**src/rtl/fu_div_iter.sv**
```systemverilog
// ---------------------------------------------------------------------------
// fu_div_iter
// Iterative radix-2 restoring divider for the EX stage. One quotient bit is
// resolved per cycle. Latency is fixed for every operand combination,
// including divide-by-zero, so the hazard unit can rely on busy alone.
//
// Ports
//   clk        clock, rising edge
//   rst        asynchronous reset, active high
//   EN         start request, only looked at while idle
//   op_signed  1 = two's-complement divide, 0 = unsigned (captured with EN)
//   A, B       dividend / divisor (captured with EN)
//   res, rem   quotient / remainder, updated once per operation, then held
//   div_zero   set with the result when the captured divisor was zero
//   busy       high in every state except IDLE
//   finish     one-cycle pulse while the new result is first presented
//
// State table
//   state | meaning
//   IDLE  | waiting for EN; operands captured on the accepting edge
//   PREP  | take magnitudes, record result signs, clear accumulator/counter
//   CALC  | WIDTH shift/subtract iterations, one per cycle
//   FIX   | apply signs or divide-by-zero result, load output registers
//   DONE  | finish pulse, always back to IDLE
// ---------------------------------------------------------------------------
module fu_div_iter #(
    parameter int WIDTH = 32,
    parameter int CNT_W = $clog2(WIDTH) + 1
) (
    input  logic             clk,
    input  logic             rst,
    input  logic             EN,
    input  logic             op_signed,
    input  logic [WIDTH-1:0] A,
    input  logic [WIDTH-1:0] B,
    output logic [WIDTH-1:0] res,
    output logic [WIDTH-1:0] rem,
    output logic             div_zero,
    output logic             busy,
    output logic             finish
);

    localparam logic [2:0] S_IDLE = 3'd0;
    localparam logic [2:0] S_PREP = 3'd1;
    localparam logic [2:0] S_CALC = 3'd2;
    localparam logic [2:0] S_FIX  = 3'd3;
    localparam logic [2:0] S_DONE = 3'd4;

    localparam logic [CNT_W-1:0] LAST_ITER = CNT_W'(WIDTH - 1);

    logic [2:0]       state_q, state_d;
    logic [CNT_W-1:0] cnt_q, cnt_d;

    // raw captured operands; a_q is also the divide-by-zero remainder
    logic [WIDTH-1:0] a_q, a_d;
    logic [WIDTH-1:0] b_q, b_d;
    logic             sgn_q, sgn_d;

    logic             neg_quo_q, neg_quo_d;
    logic             neg_rem_q, neg_rem_d;

    // quo_q starts as the dividend magnitude and is shifted out into the
    // accumulator while quotient bits are shifted in from the bottom
    logic [WIDTH-1:0] quo_q, quo_d;
    logic [WIDTH-1:0] acc_q, acc_d;
    logic [WIDTH-1:0] dvs_q, dvs_d;

    logic [WIDTH-1:0] res_q, res_d;
    logic [WIDTH-1:0] rem_q, rem_d;
    logic             dz_q, dz_d;

    logic [WIDTH-1:0] a_mag, b_mag;
    logic [WIDTH:0]   shifted, trial;
    logic [WIDTH-1:0] quo_fix, rem_fix;

    assign a_mag = (sgn_q && a_q[WIDTH-1]) ? -a_q : a_q;
    assign b_mag = (sgn_q && b_q[WIDTH-1]) ? -b_q : b_q;

    // accumulator is always below the divisor, so the shifted value fits
    // in WIDTH+1 bits and the MSB of trial is a clean borrow indicator
    assign shifted = {acc_q, quo_q[WIDTH-1]};
    assign trial   = shifted - {1'b0, dvs_q};

    // MIN / -1 needs no special case: |MIN| is MIN as an unsigned value,
    // the quotient comes out as MIN with neg_quo clear and remainder 0
    assign quo_fix = neg_quo_q ? -quo_q : quo_q;
    assign rem_fix = neg_rem_q ? -acc_q : acc_q;

    always_comb begin
        state_d   = state_q;
        cnt_d     = cnt_q;
        a_d       = a_q;
        b_d       = b_q;
        sgn_d     = sgn_q;
        neg_quo_d = neg_quo_q;
        neg_rem_d = neg_rem_q;
        quo_d     = quo_q;
        acc_d     = acc_q;
        dvs_d     = dvs_q;
        res_d     = res_q;
        rem_d     = rem_q;
        dz_d      = dz_q;

        case (state_q)
            S_IDLE: begin
                if (EN) begin
                    a_d     = A;
                    b_d     = B;
                    sgn_d   = op_signed;
                    state_d = S_PREP;
                end
            end

            S_PREP: begin
                quo_d     = a_mag;
                dvs_d     = b_mag;
                acc_d     = '0;
                cnt_d     = '0;
                neg_quo_d = sgn_q & (a_q[WIDTH-1] ^ b_q[WIDTH-1]);
                neg_rem_d = sgn_q & a_q[WIDTH-1];
                state_d   = S_CALC;
            end

            S_CALC: begin
                if (!trial[WIDTH]) begin
                    acc_d = trial[WIDTH-1:0];
                    quo_d = {quo_q[WIDTH-2:0], 1'b1};
                end else begin
                    acc_d = shifted[WIDTH-1:0];
                    quo_d = {quo_q[WIDTH-2:0], 1'b0};
                end
                cnt_d = cnt_q + 1'b1;
                if (cnt_q == LAST_ITER) begin
                    state_d = S_FIX;
                end
            end

            S_FIX: begin
                if (b_q == '0) begin
                    res_d = '1;
                    rem_d = a_q;
                    dz_d  = 1'b1;
                end else begin
                    res_d = quo_fix;
                    rem_d = rem_fix;
                    dz_d  = 1'b0;
                end
                state_d = S_DONE;
            end

            S_DONE: begin
                state_d = S_IDLE;
            end

            default: begin
                state_d = S_IDLE;
            end
        endcase
    end

    always_ff @(posedge clk or posedge rst) begin
        if (rst) begin
            state_q   <= S_IDLE;
            cnt_q     <= '0;
            a_q       <= '0;
            b_q       <= '0;
            sgn_q     <= 1'b0;
            neg_quo_q <= 1'b0;
            neg_rem_q <= 1'b0;
            quo_q     <= '0;
            acc_q     <= '0;
            dvs_q     <= '0;
            res_q     <= '0;
            rem_q     <= '0;
            dz_q      <= 1'b0;
        end else begin
            state_q   <= state_d;
            cnt_q     <= cnt_d;
            a_q       <= a_d;
            b_q       <= b_d;
            sgn_q     <= sgn_d;
            neg_quo_q <= neg_quo_d;
            neg_rem_q <= neg_rem_d;
            quo_q     <= quo_d;
            acc_q     <= acc_d;
            dvs_q     <= dvs_d;
            res_q     <= res_d;
            rem_q     <= rem_d;
            dz_q      <= dz_d;
        end
    end

    assign res      = res_q;
    assign rem      = rem_q;
    assign div_zero = dz_q;
    assign busy     = (state_q != S_IDLE);
    assign finish   = (state_q == S_DONE);

endmodule
```
**config.mk**
```make
export PLATFORM = sky130hd
export DESIGN_NAME = fu_div_iter
export DESIGN_NICKNAME = d
export VERILOG_FILES = /design/src/rtl/fu_div_iter.sv
export SDC_FILE = /design/constraint.sdc
export NUM_CORES = 1
export LEC_CHECK = 0
export ABC_AREA = 1
export BUFFER_PORTS_ARGS = -buffer_cell sky130_fd_sc_hd__buf_4
export CAP_MARGIN = 20
export CORE_UTILIZATION = 66
export DETAILED_ROUTE_END_ITERATION = 10
export PLACE_DENSITY = 0.87
export SYNTH_ARGS = -nofsm -noshare
export SYNTH_HDL_FRONTEND = slang
export SYNTH_SLANG_ARGS = --single-unit
```
**constraint.sdc**
```tcl
create_clock -name clk -period 22.5 [get_ports clk]
set_input_delay 2.25 -clock clk [delete_from_list [all_inputs] [get_ports clk]]
set_output_delay 2.25 -clock clk [all_outputs]
set_load 0.005 [all_outputs]
```
# Word level (Yosys, flattened, before mapping)
# Cells that the tools add are included.
# totals
reg_bits,237
input_bits,68
out_inout_bits,67
wordCells,52
# classes
add_sub_neg,6
eq_ne,7
mux,15
bitwise_logic,3
reduce_logical,8
# ops
operator,n
$mux 32,7
$neg 32->32,4
$pmux 32 s2,2
$sub 33x32->33,1
$logic_not 32->1,1
$pmux 3 s4,1
$pmux 6 s2,1
$add 6x1->6 const B,1
$eq 3x2->1 const B,2
$eq 6x5->1 const B,1
$mux 3,2
$ne 2x2->1 const B,2
$reduce_and 2->1,2
$eq 3x1->1 const B,1
$eq 3x3->1 const B,1
$logic_not 3->1,1
$reduce_bool 3->1,1
$and 1x1->1,2
$logic_and 1x1->1,2
$mux 1,2
$reduce_bool 2->1,1
$xor 1x1->1,1

# Logic depth before layout (Yosys ltp)
# logic_depth
ltp_word,3
mapped_depth,18
mapped_depth_nobuf,17

# Worst setup path before layout
# No wires, ideal clock.
# synth_path
path_type,input to register
startpoint,input port EN
endpoint,register a_q[0]
setup_time_ps,133
t_arrival_ps,3118
required_ps,22367
slack_ps,19249
stages,4
path_buffers,2
cell_sequence,nand3_1 -> clkbuf_1 -> clkbuf_1 -> a21oi_1
# synth_via
elab_chain_len,1
# synth_lines
element,line,text
from (decl),32,"input logic EN,"
$reduce_and 2->1 (no line),-,
to (signal assigned),165,a_q <= '0;
to (signal assigned),179,a_q <= a_d;
to (decl),55,"logic [WIDTH-1:0] a_q, a_d;"
# Every way passes these cells.
# A chain may end at the register's enable or synchronous reset.

==> impl_metrics.ini <==
[timing]
tightest_slew_ps = 992.2
finalCriticalPeriod_ps = 4111
finalSetupTns_ps = 0
maxSlewHeadroom = 0.3385
fmax_ghz = 0.2432
slew_viol_final = 0
fin_crit_sh = 0.1827
timing.final.hold_violations = 0
skew_ps = 13.88
finalHoldWorstSlack_ps = 477.2
finalSetupViolCount = 0
rsz0062_at_grt = false

[placement]
place.gp.congestion = 0.9692
port_buffers = 134
post-dp-hpwl_um = 36030
placed_area_sq_um = 16970

[floorplan]
start_util = 0.6741
io_pins = 135
dieArea_sq_um = 24600
core_area_sq_um = 23470
num_rows = 56
dieWidth_um = 156.8
dieHeight_um = 156.8

[pwr]
p_seq_frac = 0.273
p_switching_mw = 1.569
pwr-share-comb = 0.591
clockPowerShare = 0.135
leakage_nw = 9.384
switching_share = 0.5127
cellPowerDensity_nw_per_um2 = 172.1
p_int_mw = 1.491
worst_ir_drop_vdd_mv = 0.1458

[worst_setup_path]
reg2reg_depth = 10
cp.required_ps = 23020
cp-end-kind = async pin
slowest_stage = buf_4
worstPathCellList = buf_4, inv_8, buf_4, buf_4
ff2ff_setup_slack_ps = 19250
crit_top_cell = buf_4
worst-setup-path-type = input port to async pin
r2r_start = state_q[2]$_DFFE_PP0P_
crit_path_max_fanout = 96
slowest_delay_ps = 860
rr_endpoint = quo_q[3]$_DFFE_PP0N_
critical_path_arrival_ps = 4630
startpoint_type = input port

[global_route]
grt_max_degree = 97
grt_pass1_wl_um = 76910
grt_pass1_vias = 15340
antenna_found_initial = 0
grtUsageTotal = 0.4021
grt-ovfl-total = 0

[detailed_routing]
viasPerCell = 5.832
first_pass_iters = 9
num_vias = 16010
drt-total-wl_um = 48910
drc = 0
final_antenna_net_count = 0
drt_iter0_markers = 1833
wl_per_cell_um = 17.81

[yosys]
synth_warnings = 0
synth_adder_area_share = 0.03052
synth_compound_area_frac = 0.1007
ys_seq_elements = 237
syn_area_per_cell_sq_um = 6.853
synth_mux_area_frac = 0.009252
ys_types = 51
syn-num-nets = 2415
synthCells = 2309
synth.cell_area_sq_um = 15820
ys_seq_area_frac = 0.3748
synth_top_family_by_area = simple AND/OR/NAND/NOR gates
yosys.area_share.simple = 0.3437
synth_xor_area_frac = 0.04262

[hold_path]
whs_path_depth = 1
hold_path_startpoint = cnt_q[3]$_DFFE_PP0N_
whs_endpoint = cnt_q[3]$_DFFE_PP0N_
hp-class = flop to flop

[layout]
antenna_cells = 0
multiInputGateArea_sq_um = 8362
fin_area_sq_um = 17780
n_fill_cell = 1751
area_growth_pct = 12.40
fin_nets = 2515
seqCellArea_sq_um = 5931
final_layout_size_suffix_gt1_frac = 0.1059

[clocking]
post_cts_resize_count = 0
cts_tree = done
clock_latency_ps = 540
cts_buffers = 26
cts_buffer_depth = 3
cts_sinks = 237
cts_hold_buf = 0
clk_pin_slew_ps = 60
htree_levels = 1
cts.root.buffer_cell = clkbuf_16
cts_setup_buffers = 0

[job]
max_cap_violations = 0

[run_status]
status = completed
[placed cells by master (no fill, tap or decap), types with 3 or more instances in the layout]
master     count
clkbuf_16     27
mux2_2        13
nor3_2         3
buf_4        144
xor2_1        64
nand4_1       30
nand3_2        4
or2_2          4
dfrtp_1      237
nand3_1      211
nand2_1      674
nor4_1         3
inv_1        303
o21ai_1        3
o221ai_1      11
xnor2_1       13
ha_1          37
o211ai_1      11
nand2_4        6
nand3b_1      15
a21o_1         3
nand2_2       18
clkbuf_1      11
o21bai_1      17
nor2_2         7
nor2_1       270
o22ai_1       19
clkinv_2       4
o21ai_0       78
nor3_1        17
a21oi_1      119
a31oi_1       11
inv_2         12
[state kept, by name (all words and copies together), names as in the netlist]
| signal | cells |
|---|---|
| a_q | 32 |
| acc_q | 32 |
| b_q | 32 |
| cnt_q | 6 |
| div_zero | 1 |
| dvs_q | 32 |
| neg_quo_q | 1 |
| neg_rem_q | 1 |
| quo_q | 32 |
| rem | 32 |
| res | 32 |
| sgn_q | 1 |
| state_q | 3 |
[layer usage]
| layer | track usage | part of all wire | routed length, um |
|---|---|---|---|
| met1 | 0.5284 | 0.41 | 19900 |
| met2 | 0.6423 | 0.45 | 22240 |
| met5 | 0 | 0 | 0 |
| met3 | 0.08585 | 0.097 | 4747 |
| met4 | 0.1699 | 0.041 | 2027 |
[power by group through the flow]
stage | combinational [mW] | clock [mW] | sequential, mW
floorplan | 1.30 | 0 | 0.764
global placement | 1.69 | 0 | 0.820
detailed placement | 1.75 | 0 | 0.829
CTS | 1.78 | 0.413 | 0.827
global route | 2.01 | 0.430 | 0.853
finish | 1.81 | 0.414 | 0.837
[kinds of logic after synthesis]
logic type / after synthesis
compound gates: 280
xor+xnor: 77
fa+ha+maj: 38
buf+inv: 390
flops: 237
mux: 13
simple gates: 1274
[cells in the mapped netlist (all sizes together)]
| master | count | area (sq um) |
|---|---|---|
| a21o | 3 | 22.52 |
| a21oi | 121 | 620.6 |
| a22o | 1 | 8.760 |
| a2bb2oi | 1 | 8.760 |
| a31oi | 11 | 68.82 |
| a32o | 1 | 10.01 |
| and2 | 2 | 12.51 |
| and3 | 2 | 12.51 |
| buf | 27 | 188.9 |
| clkbuf | 46 | 176.4 |
| clkinv | 1 | 3.750 |
| dfrtp | 237 | 5931 |
| fa | 1 | 20.02 |
| ha | 37 | 462.9 |
| inv | 316 | 1186 |
| mux2 | 13 | 146.4 |
| nand2 | 699 | 2730 |
| nand3 | 217 | 1119 |
| nand3b | 15 | 112.6 |
| nand4 | 30 | 187.7 |
| nor2 | 279 | 1080 |
| nor3 | 22 | 135.1 |
| nor4 | 3 | 18.77 |
| o211ai | 11 | 82.58 |
| o21ai | 81 | 405.4 |
| o21bai | 17 | 127.6 |
| o221ai | 11 | 96.34 |
| o22ai | 19 | 118.9 |
| o31ai | 2 | 15.01 |
| o41ai | 1 | 8.760 |
| or2 | 5 | 31.28 |
| xnor2 | 13 | 113.9 |
| xor2 | 64 | 560.5 |
[how the worst max path moves through the flow]
stage | startpoint | endpoint | slack [ps] | cells past startpoint
after floorplan | rst | a_q[0]$_DFFE_PP0P_ | 13750 | 1
after global placement | rst | dvs_q[0]$_DFFE_PP0P_ | 17860 | 4
after detailed placement | rst | dvs_q[2]$_DFFE_PP0P_ | 17810 | 4
after CTS | rst | dvs_q[14]$_DFFE_PP0P_ | 18330 | 4
after global routing | rst | dvs_q[14]$_DFFE_PP0P_ | 18040 | 4
final | rst | dvs_q[14]$_DFFE_PP0P_ | 18390 | 4
[cell type report]
| type | instances | share of cell area |
|---|---|---|
| clock buffer | 40 | 0.04186 |
| timing repair buffer | 145 | 0.06142 |
| clock inverter | 6 | 0.003307 |
| tap | 319 | 0.02244 |
| inverter | 317 | 0.06733 |
| multi-input combinational | 1682 | 0.4702 |
| sequential | 237 | 0.3335 |
[worst max-delay path, delay by kind of cell]
family	cells	cell delay, ps
buffers and inverters	4	2200
[per-stage QoR]
stage	std cells	power [mW]	util	worst slack [ps]
after floorplan	2309	2.064	-	13750
after global placement	2699	2.506	0.7230	17860
after detailed placement	2699	2.576	0.7230	17810
after CTS	2745	3.018	0.7572	18330
after global routing	2746	3.295	0.7577	18040
final	2746	3.061	0.7577	18390
Power figures use the tool's default switching activity.
